### src/rtl/morse_encoder_pkg.sv
// Shared morse symbol codes, FSM state encoding and default timing for the encoder/decoder path.
package morse_encoder_pkg;

  localparam logic [1:0] MORSE_NONE = 2'b00;
  localparam logic [1:0] MORSE_DOT  = 2'b01;
  localparam logic [1:0] MORSE_LINE = 2'b11;

  localparam int unsigned DEF_UNIT_TICKS = 4;
  localparam int unsigned DEF_DOT_UNITS  = 1;
  localparam int unsigned DEF_LINE_UNITS = 3;
  localparam int unsigned DEF_GAP_UNITS  = 1;
  localparam int unsigned DEF_WORD_UNITS = 7;

  typedef enum logic [2:0] {
    ST_IDLE  = 3'd0,
    ST_LOAD  = 3'd1,
    ST_MARK  = 3'd2,
    ST_SPACE = 3'd3,
    ST_FIN   = 3'd4
  } morse_state_e;

  // Only dot and line produce a mark; 00 and the illegal 10 both terminate a code.
  function automatic logic is_mark_sym(input logic [1:0] sym);
    return (sym == MORSE_DOT) || (sym == MORSE_LINE);
  endfunction

  function automatic int unsigned max_u(input int unsigned a, input int unsigned b);
    return (a > b) ? a : b;
  endfunction

endpackage

### src/rtl/morse_tick_timer.sv
// Loadable tick down-counter; expire_c flags the last cycle of the loaded duration.
module morse_tick_timer
  import morse_encoder_pkg::*;
#(
  parameter int unsigned CNT_W = 5
) (
  input  logic             clock,
  input  logic             reset,
  input  logic             load,
  input  logic [CNT_W-1:0] load_val,
  output logic             expire_c
);

  logic [CNT_W-1:0] cnt;

  always_ff @(posedge clock) begin
    if (reset) begin
      cnt <= '0;
    end else if (load) begin
      cnt <= load_val;
    end else if (cnt != '0) begin
      cnt <= cnt - CNT_W'(1);
    end
  end

  assign expire_c = (cnt <= CNT_W'(1));

endmodule

### src/rtl/morse_encoder.sv
// Plays a latched 10-bit morse code (five 2-bit symbols, MSB first) as a timed mark/space signal.
// Optional MORSE_ENCODER_REPEAT_EN: replay the code forever with a word gap between passes.
module morse_encoder
  import morse_encoder_pkg::*;
#(
  parameter int unsigned UNIT_TICKS = DEF_UNIT_TICKS,
  parameter int unsigned DOT_UNITS  = DEF_DOT_UNITS,
  parameter int unsigned LINE_UNITS = DEF_LINE_UNITS,
  parameter int unsigned GAP_UNITS  = DEF_GAP_UNITS,
  parameter int unsigned WORD_UNITS = DEF_WORD_UNITS
) (
  input  logic       clock,
  input  logic       reset,
  input  logic       start,
  input  logic [9:0] code,
  output logic       signal_out,
  output logic       busy,
  output logic       done,
  output logic [2:0] symbol_idx
);

  localparam int unsigned MAX_TICKS =
    max_u(max_u(LINE_UNITS, WORD_UNITS), max_u(DOT_UNITS, GAP_UNITS)) * UNIT_TICKS;
  localparam int unsigned CNT_W = $clog2(MAX_TICKS + 1);

  localparam logic [CNT_W-1:0] DOT_TICKS  = CNT_W'(DOT_UNITS * UNIT_TICKS);
  localparam logic [CNT_W-1:0] LINE_TICKS = CNT_W'(LINE_UNITS * UNIT_TICKS);
  localparam logic [CNT_W-1:0] GAP_TICKS  = CNT_W'(GAP_UNITS * UNIT_TICKS);
`ifdef MORSE_ENCODER_REPEAT_EN
  localparam logic [CNT_W-1:0] WORD_TICKS = CNT_W'(WORD_UNITS * UNIT_TICKS);
`endif

  morse_state_e     state, state_next;
  logic [9:0]       shreg, shreg_next;
  logic [2:0]       idx_next;
  logic             tmr_load_c;
  logic [CNT_W-1:0] tmr_val_c;
  logic             tmr_expire_c;

`ifdef MORSE_ENCODER_REPEAT_EN
  logic [9:0] code_copy;

  // Copy kept for replay; the shift register is consumed during each pass.
  always_ff @(posedge clock) begin
    if (reset) begin
      code_copy <= '0;
    end else if ((state == ST_IDLE) && start) begin
      code_copy <= code;
    end
  end
`endif

  morse_tick_timer #(
    .CNT_W(CNT_W)
  ) u_timer (
    .clock   (clock),
    .reset   (reset),
    .load    (tmr_load_c),
    .load_val(tmr_val_c),
    .expire_c(tmr_expire_c)
  );

  always_ff @(posedge clock) begin
    if (reset) begin
      state      <= ST_IDLE;
      shreg      <= '0;
      symbol_idx <= '0;
      signal_out <= 1'b0;
      busy       <= 1'b0;
      done       <= 1'b0;
    end else begin
      state      <= state_next;
      shreg      <= shreg_next;
      symbol_idx <= idx_next;
      signal_out <= (state_next == ST_MARK);
      busy       <= (state_next inside {ST_LOAD, ST_MARK, ST_SPACE});
      done       <= (state_next == ST_FIN);
    end
  end

  // Next-state logic; the timer is reloaded on every state change.
  always_comb begin
    state_next = state;
    shreg_next = shreg;
    idx_next   = symbol_idx;
    tmr_val_c  = '0;
    tmr_load_c = 1'b0;

    case (state)
      ST_IDLE: begin
        if (start) begin
          shreg_next = code;
          state_next = ST_LOAD;
        end
      end
      ST_LOAD: begin
        if (shreg[9:8] == MORSE_DOT) begin
          state_next = ST_MARK;
          tmr_val_c  = DOT_TICKS;
        end else if (shreg[9:8] == MORSE_LINE) begin
          state_next = ST_MARK;
          tmr_val_c  = LINE_TICKS;
        end else begin
          state_next = ST_FIN;
        end
      end
      ST_MARK: begin
        if (tmr_expire_c) begin
          if ((symbol_idx == 3'd4) || !is_mark_sym(shreg[7:6])) begin
            state_next = ST_FIN;
          end else begin
            state_next = ST_SPACE;
            tmr_val_c  = GAP_TICKS;
            shreg_next = {shreg[7:0], MORSE_NONE};
            idx_next   = symbol_idx + 3'd1;
          end
        end
      end
      ST_SPACE: begin
        if (tmr_expire_c) begin
          state_next = ST_LOAD;
        end
      end
      ST_FIN: begin
        idx_next = '0;
`ifdef MORSE_ENCODER_REPEAT_EN
        state_next = ST_SPACE;
        tmr_val_c  = WORD_TICKS;
        shreg_next = code_copy;
`else
        state_next = ST_IDLE;
`endif
      end
      default: begin
        state_next = ST_IDLE;
      end
    endcase

    tmr_load_c = (state_next != state);
  end

endmodule

### config.mk
export PLATFORM = sky130hd
export DESIGN_NAME = morse_encoder
export DESIGN_NICKNAME = d
export VERILOG_FILES = /design/src/rtl/morse_encoder_pkg.sv /design/src/rtl/morse_tick_timer.sv /design/src/rtl/morse_encoder.sv
export SDC_FILE = /design/constraint.sdc
export NUM_CORES = 1
export LEC_CHECK = 0
export CORE_MARGIN = 2
export CORE_UTILIZATION = 50
export CTS_BUF_LIST = sky130_fd_sc_hd__clkbuf_8 sky130_fd_sc_hd__clkbuf_16
export DETAILED_ROUTE_END_ITERATION = 10
export GPL_ROUTABILITY_DRIVEN = 0
export HOLD_SLACK_MARGIN = 0.1
export PLACE_DENSITY = 0.75
export SLEW_MARGIN = 20
export SYNTH_ARGS = -nofsm -noshare
export SYNTH_HDL_FRONTEND = slang
export SYNTH_SLANG_ARGS = --single-unit
### constraint.sdc
create_clock -name clock -period 1.8 [get_ports clock]
set_input_delay 0.36 -clock clock [delete_from_list [all_inputs] [get_ports clock]]
set_output_delay 0.36 -clock clock [all_outputs]
set_load 0.005 [all_outputs]
==> results of run 1 <==
where the power goes:
part	switching [mW]	total, mW	internal, mW
Clock	0.153	0.302	0.149
Combinational	0.154	0.306	0.152
Sequential	0.0374	0.608	0.570
per-layer routing:
layer  track usage, %  up-vias  wire length (um)
met5                0        -                 0
met4             2.56        0                 0
met3             5.83        0               100
met2             34.1       20              1200
met1             28.1      524              1300
li1                 -      549                 -
cell families (layout without fill, tap and decap cells):
| group | Yosys count | count (layout) |
|---|---|---|
| AOI/OAI and AO/OA | 34 | 34 |
| xor gates and xnor gates | 4 | 4 |
| adders and majority gates | 5 | 5 |
| buffers and inverters | 12 | 36 |
| DFF | 24 | 24 |
| muxes | 8 | 8 |
| and+or+nand+nor | 51 | 51 |
cell type report:
cell class	instances	area, sq um
fill	194	846
timing repair buffer	28	255
clock buffer	3	41.3
sequential	24	482
inverter	5	18.8
multi-input combinational	102	729
tap	30	37.5
critical path, stage by stage (launching register included):
cell and delay, ps:
sky130_fd_sc_hd__dfxtp_1 480, sky130_fd_sc_hd__or4b_1 490, sky130_fd_sc_hd__o221ai_2 270, sky130_fd_sc_hd__a21oi_2 70, sky130_fd_sc_hd__a32o_1 220
layout by cell type (no fill, tap or decap), types with 2 or more instances in the layout:
master / netlist / layout
sky130_fd_sc_hd__a211oi_1: 9 / 9
sky130_fd_sc_hd__a21oi_1: 7 / 6
sky130_fd_sc_hd__a21oi_2: 1 / 2
sky130_fd_sc_hd__buf_4: 1 / 10
sky130_fd_sc_hd__clkbuf_8: 0 / 3
sky130_fd_sc_hd__clkdlybuf4s50_1: 0 / 18
sky130_fd_sc_hd__dfxtp_1: 24 / 23
sky130_fd_sc_hd__ha_1: 5 / 5
sky130_fd_sc_hd__inv_1: 5 / 5
sky130_fd_sc_hd__mux2i_1: 8 / 8
sky130_fd_sc_hd__nand2_1: 11 / 11
sky130_fd_sc_hd__nand3_1: 3 / 3
sky130_fd_sc_hd__nor2_1: 12 / 12
sky130_fd_sc_hd__nor2b_1: 3 / 3
sky130_fd_sc_hd__nor3_1: 9 / 9
sky130_fd_sc_hd__o21ai_0: 3 / 3
sky130_fd_sc_hd__or3_1: 2 / 2
sky130_fd_sc_hd__xnor2_1: 2 / 2
sky130_fd_sc_hd__xor2_1: 2 / 2
flip-flops by register name (all words and copies together), names as in the netlist:
name / cells
shreg: 10
done: 1
symbol_idx: 3
signal_out: 1
state: 3
u_timer.cnt: 5
busy: 1
final timing paths:
kind                 start              to  slack, ps  depth (start not counted)
setup / recovery  state[1]  u_timer.cnt[3]        140                          4
hold / removal    shreg[0]        shreg[0]        490                          2
setup reg to reg  state[1]  u_timer.cnt[3]        140                          4
hold reg to reg   shreg[0]        shreg[0]        490                          2
repair_timing:
| item | CTS | global route |
|---|---|---|
| gates resized for setup | 0 | 7 |
| hold buffers | 0 | 0 |
| endpoints found under the hold margin | 0 | 0 |
| endpoints found under the setup margin | 0 | 11 |
stage by stage:
stage / util (%) / worst slack [ps]
floorplan: - / 296
detailed placement: 62.1 / 60.2
global placement: 62.1 / 128
finish: 64.9 / 143
global route: 64.9 / 0.483
CTS: 63.9 / 14.0
==> results by stage, run 1 <==
Synthesis:
- Summing the areas of all and, or, nand and nor instances in the mapped netlist gives 21.7% of the synthesized area.
- The most repeated cell in the gate-level netlist after synthesis is sky130_fd_sc_hd__dfxtp_1.
- The library cell occupying the most area in the post-synthesis netlist is sky130_fd_sc_hd__dfxtp_1.
- In the synthesized netlist, the number of instances is 138.
- Sequential elements use 38.6% of the synthesized area.
- In this run the biggest area consumer among cell types represents 38.6% of the synthesized area.
- The number of synthesized register bits is 24.
- In the synthesized netlist the async set-or-reset flop fraction comes to 0%.
- The prevailing post-synth register cell is sky130_fd_sc_hd__dfxtp_1.
- After synthesis, the mean cell area works out to 9.02 sq um.
- The mapped cell area is 0.00124 sq mm.
- The number of enable-type register cells in the synthesized netlist is 0.
- Counting instances in the post-synthesis netlist gives the leading cell types as 24 x sky130_fd_sc_hd__dfxtp_1, 12 x sky130_fd_sc_hd__nor2_1, 11 x sky130_fd_sc_hd__nand2_1.
- Measured against the total synthesized area, the mux share comes to 6.43%.
- Yosys attributes the largest share of cell area to sky130_fd_sc_hd__dfxtp_1 39%, sky130_fd_sc_hd__mux2i_1 6.4%, sky130_fd_sc_hd__a211oi_1 5.4%, sky130_fd_sc_hd__ha_1 5.0%, sky130_fd_sc_hd__nor3_1 3.6%.
- The number of nets handed over by synthesis was 156.
- The complex-gate fraction of the synthesized area is 20.7%.
- The Yosys step of the flow raised 0 warnings.
- The adder-cell area share of the yosys netlist is 5.03%.
- The combinational family with the most area after synthesis is simple AND/OR/NAND/NOR gates.
- After Yosys synthesis, XOR and XNOR cells account for 2.81% of the synthesized area.
- In this run, distinct cell masters in the synthesized netlist total 45.

Critical path:
- STA classifies the critical path endpoint as a register.
- The critical path is of the reg -> reg type.
- The worst setup path is launched from a register.
- The endpoint arrival time on the critical path is 1810 ps.
- The required time at the worst-slack endpoint is 1950 ps.
- In this run the worst path has a maximum fanout of 8.

Finish:
- The area added between synthesis and finish is 25.6%.
- The total non-filler cell area in the finished layout is 0.00156 sq mm.
- The number of nets at the end of the flow is 182.
- The final cell count without fillers is 192.
- The number of antenna diodes in the final layout is 0.
- The share of post-route cells with drive strength above 1 is 16.7%.

STA:
- The number of endpoints with negative hold slack in the final report is 0.
- For this run, the top clock speed supported by timing is 604 MHz.
- Setup repair after global routing left no endpoint under its margin.
- Hold is met by 488 ps.
- The clock arrives with 3.35 ps of skew.
- For the pin with the worst max-slew slack, the measured transition is 456 ps.
- The smallest clock period supported by the final layout is computed as 1660 ps.
- The max-slew headroom at the worst pin is 69.4%.
- The final critical path takes up 92.0% of the cycle.
- The total negative slack for setup checks is 0 ps.
- The number of slew-limit violations in the final report was 0.
- The final-report setup violation count is 0.

Floorplanning:
- The die covers 0.00291 sq mm.
- The number of top-level design ports is 19.
- The floorplan step defined a core boundary enclosing 0.00241 sq mm.
- The starting density of the core is 51.7%.
- The number of standard-cell rows in the floorplan is 18.
- The width of the die is 53.9 um.
- The height of the die is 53.9 um.

Power:
- The maximum VDD drop is 0.000523 V.
- The leakage power is 0.575 nW.
- For this design the ratio of total power to cell area is 777 mW/mm^2.
- Total power for the finished layout comes to 1.22 mW.

Global routing:
- The via count of the first global-routing pass is 1015.
- The number of antenna violations at the first check in global routing is 0.
- The global-route congestion overflow total is 0.
- The largest net degree at the start of global routing is 17.
- The first global-routing pass estimated 4.45 mm of wire.
- The total routing resource utilization after global routing is 20.9%.

Place:
- Detailed placement ended at an HPWL of 1.94 mm.
- The instance area at placement is 0.00150 sq mm.
- Port buffering added 18 buffers.
- Once placement completed, the tool counted placed cells totaling 189.

Clock tree:
- In this run the number of H-tree levels came out at 1.
- Clock-pin slew was measured on the worst setup and hold paths at 80 ps.
- The CTS buffer count is 3.
- The clock passes through at most 2 buffers.
- The later pin in the worst-skew pair is clocked with a latency of 260 ps.
- After clock tree synthesis, the setup repair step added 0 buffers.
- The tree is rooted in a sky130_fd_sc_hd__clkbuf_8.
- The tree built by TritonCTS fans out to 24 sinks.
- TritonCTS built the clock tree.

Routing:
- The first-pass iteration count of the detailed router is 5.
- The count of unresolved DRC violations after routing is 0.
- The detail route stage leaves a number of antenna-violating nets equal to 0.
- The vias after detailed routing is 1093.
- The final layout contains routed wiring with a total length of 2.60 mm.
- The violation count after the first detailed-routing iteration is 17.
- After detailed routing, the number of vias per cell comes to 5.69.
- Dividing the detail-routed wire length by the instance count gives 13.5 um.

Run status:
- The flow ran to the end, and the final reports show no timing, DRC or antenna violations.

Job:
- The count of max-cap constraint violations is 0.

Min path:
- The min-delay analysis places its worst path in the category reg -> reg.
Note: power is estimated with default switching activity, not from simulation.
==> inputs of run 2 (changes only) <==
==> constraint.sdc (replaced) <==
create_clock -name clock -period 1.8 [get_ports clock]
set_input_delay 0.18 -clock clock [delete_from_list [all_inputs] [get_ports clock]]
set_output_delay 0.18 -clock clock [all_outputs]
set_load 0.005 [all_outputs]
==> run 2 against run 1 <==
Net effect: clock skew decreased by 0.62 ps; wire length increased by 1.7%; critical path depth increased by 2; combinational power decreased by 2%; largest power group unchanged.
==> results by stage, run 2 (same netlist as run 1, synthesis figures left out) <==
Critical path:
- The worst setup path category was reg -> reg (unchanged).
- The highest fanout seen on the critical path was 6 (was 8).
- The endpoint type of the worst setup path is a register (unchanged).
- The critical path launch point type is a register (unchanged).
- The required time at the worst-slack endpoint is 1970 ps (was 1950 ps).
- The endpoint arrival time on the critical path came to 1860 ps (was 1810 ps).

Routing:
- The violation count after the first detailed-routing iteration is 48 (was 17).
- The antenna violation net count after detailed routing is 0 (unchanged).
- The post-detailed-route wirelength per cell came to 13.8 um (was 13.5 um).
- The via density per instance is 5.68 (was 5.69).
- The count of unresolved DRC violations after routing is 0 (unchanged).
- The final routed wirelength across all metal layers came to 2.64 mm (was 2.60 mm).
- The vias after detailed routing is 1084 (was 1093).
- The first-pass iteration count of the detailed router is 4 (was 5).

Global routing:
- The via count of the first global-routing pass came to 1023 (was 1015).
- The number of antenna violations at the first check in global routing is 0 (unchanged).
- The global-route wire length before repair was 4.47 mm (was 4.45 mm).
- The global-route congestion overflow total is 0 (unchanged).
- The largest net degree at the start of global routing was 17 (unchanged).
- The total routing resource utilization after global routing is 21.8% (was 20.9%).

Finish:
- The share of post-route cells with drive strength above 1 came to 15.5% (was 16.7%).
- Largest registers in the final layout: shreg: 10 flops, u_timer.cnt: 5 flops (unchanged).
- The register name with the most flops is shreg (unchanged).
- The final cell count without fillers was 191 (was 192).
- The flip-flop count of the largest register after layout is 10 (unchanged).
- The area added between synthesis and finish is 25.2% (was 25.6%).
- The most common library cell in the layout ignoring fill and taps is sky130_fd_sc_hd__dfxtp_1 (unchanged).
- The number of nets at the end of the flow was 180 (was 182).
- The count of antenna diodes in the layout is 0 (unchanged).
- Highest-count cells in the layout ignoring fill and taps: 23 x sky130_fd_sc_hd__dfxtp_1, 18 x sky130_fd_sc_hd__clkdlybuf4s50_1, 12 x sky130_fd_sc_hd__nor2_1 (unchanged).

STA:
- The final-report setup violation count is 0 (unchanged).
- The max-slew headroom at the worst pin is 69.0% (was 69.4%).
- The total negative slack for setup checks is 0 ps (unchanged).
- The tightest hold margin is 455 ps (was 488 ps).
- The measured slew at the worst slew-check pin is 465 ps (was 456 ps).
- The clock period minus worst slack was 1680 ps (was 1660 ps).
- The final worst-path setup slack is 115 ps (was 143 ps).
- The number of slew-limit violations in the final report is 0 (unchanged).
- The share of the clock period used by the worst path after layout is 93.6% (was 92.0%).
- The achievable frequency came to 594 MHz (was 604 MHz).
- The number of endpoints with negative hold slack in the final report is 0 (unchanged).
- The worst setup skew after layout was 2.73 ps (was 3.35 ps).

Clock tree:
- The post-CTS setup repair buffer count was 0 (unchanged).
- The count of cells resized by post-cts repair is 0 (unchanged).
- The clock slew seen by the registers of the worst setup and hold paths is 80 ps (about the same).
- The hold buffer count at CTS came to 0 (unchanged).
- The CTS H-tree depth is 1 (unchanged).
- The largest buffer count on any clock path came to 2 (unchanged).
- The sink count of the clock tree is 24 (unchanged).
- The insertion delay to the later sink of the worst-skew pair is 270 ps (was 260 ps).
- The CTS buffer count is 3 (unchanged).
- The clock tree root buffer cell is sky130_fd_sc_hd__clkbuf_8 (unchanged).
- The CTS tree is built (unchanged).

Place:
- The HPWL after detailed placement is 1.95 mm (was 1.94 mm).
- The number of buffer cells added on primary ports is 18 (unchanged).
- The post-placement setup slack is 81.2 ps (was 60.2 ps).
- The post-placement cell count is 187 (was 189).

Power:
- The power dissipated by switching net loads was 0.363 mW (was 0.345 mW).
- The maximum VDD drop is 0.000788 V (was 0.000523 V).
- The portion of total power attributed to the clock network is 28.9% (was 24.9%).
- The internal power summed over all cells is 0.912 mW (was 0.871 mW).
- The proportion of power drawn by flip-flops and latches is 47.7% (was 50.0%).
- The share of power burned in combinational logic is 23.5% (was 25.2%).
- The switching share of power was 28.5% (was 28.3%).
- The total power density per cell area is 818 mW/mm^2 (was 777 mW/mm^2).
- The leakage power is 0.571 nW (was 0.575 nW).

Floorplanning:
- The starting density of the core is 51.7% (unchanged).
- The width of the die is 53.9 um (unchanged).
- The die outline area is 0.00291 sq mm (unchanged).
- The core box area is 0.00241 sq mm (unchanged).
- The number of top-level design ports is 19 (unchanged).
- The height of the die is 53.9 um (unchanged).
- The number of standard-cell rows in the floorplan is 18 (unchanged).

Min path:
- The class of the worst hold path is in -> reg (was reg -> reg).

Run status:
- Outcome: complete, no violations (unchanged).

Job:
- The count of max-cap constraint violations is 0 (unchanged).
## run 2: changes by cell type in the layout (fill, tap and decap cells not counted), sizes merged
| cell | delta |
|---|---|
| buf | -2 |
| clkbuf | +1 |
## run 2: worst paths after layout
check | from | end | slack [ps] | depth (start not counted)
setup / recovery | u_timer.cnt[1] | signal_out | 120 | 6
hold / removal | code[1] | shreg[1] | 450 | 3
setup reg to reg | u_timer.cnt[1] | signal_out | 120 | 6
hold reg to reg | shreg[1] | shreg[1] | 470 | 2
## run 2: final cells by class
type	count	area, sq um
clock buffer	4	55.1
fill	199	851
inverter	5	18.8
multi-input combinational	102	726
sequential	24	482
tap	30	37.5
timing repair buffer	26	240
## run 2: worst max-delay path: stages (launching register included)
cell and delay (ps):
sky130_fd_sc_hd__dfxtp_1 350, sky130_fd_sc_hd__inv_1 110, sky130_fd_sc_hd__ha_1 160, sky130_fd_sc_hd__o21bai_1 240
sky130_fd_sc_hd__nand2_1 180, sky130_fd_sc_hd__a221oi_2 340, sky130_fd_sc_hd__and3b_1 210
## run 2: metal layers
layer | GRT usage, % | vias up | wire length (um)
li1 | - | 550 | -
met1 | 27.4 | 504 | 1220
met2 | 35.0 | 26 | 1250
met3 | 5.83 | 4 | 136
met4 | 8.97 | 0 | 46
met5 | 0 | - | 0
## run 2: metrics by stage
step,power (mW),cell area [sq um],util (%)
CTS,1.27,1540,63.8
floorplan,0.814,1240,-
detailed placement,0.907,1480,61.5
global route,1.35,1560,64.7
finish,1.28,1560,64.7
global placement,0.896,1480,61.5
## run 2: power by group through the flow
stage          logic (mW)  clock network (mW)  registers [mW]
2_1_floorplan       0.208                   0           0.606
3_3_place_gp        0.278                   0           0.618
3_5_place_dp        0.288                   0           0.619
4_1_cts             0.289               0.375           0.607
5_1_grt             0.335               0.402           0.616
6_report            0.299               0.368           0.608
==> inputs of run 3 (changes only) <==
CTS_CLUSTER_SIZE = 30   (was default)
==> results of run 3 <==
No change in the layout: final DEF, timing and power equal those of run 2.
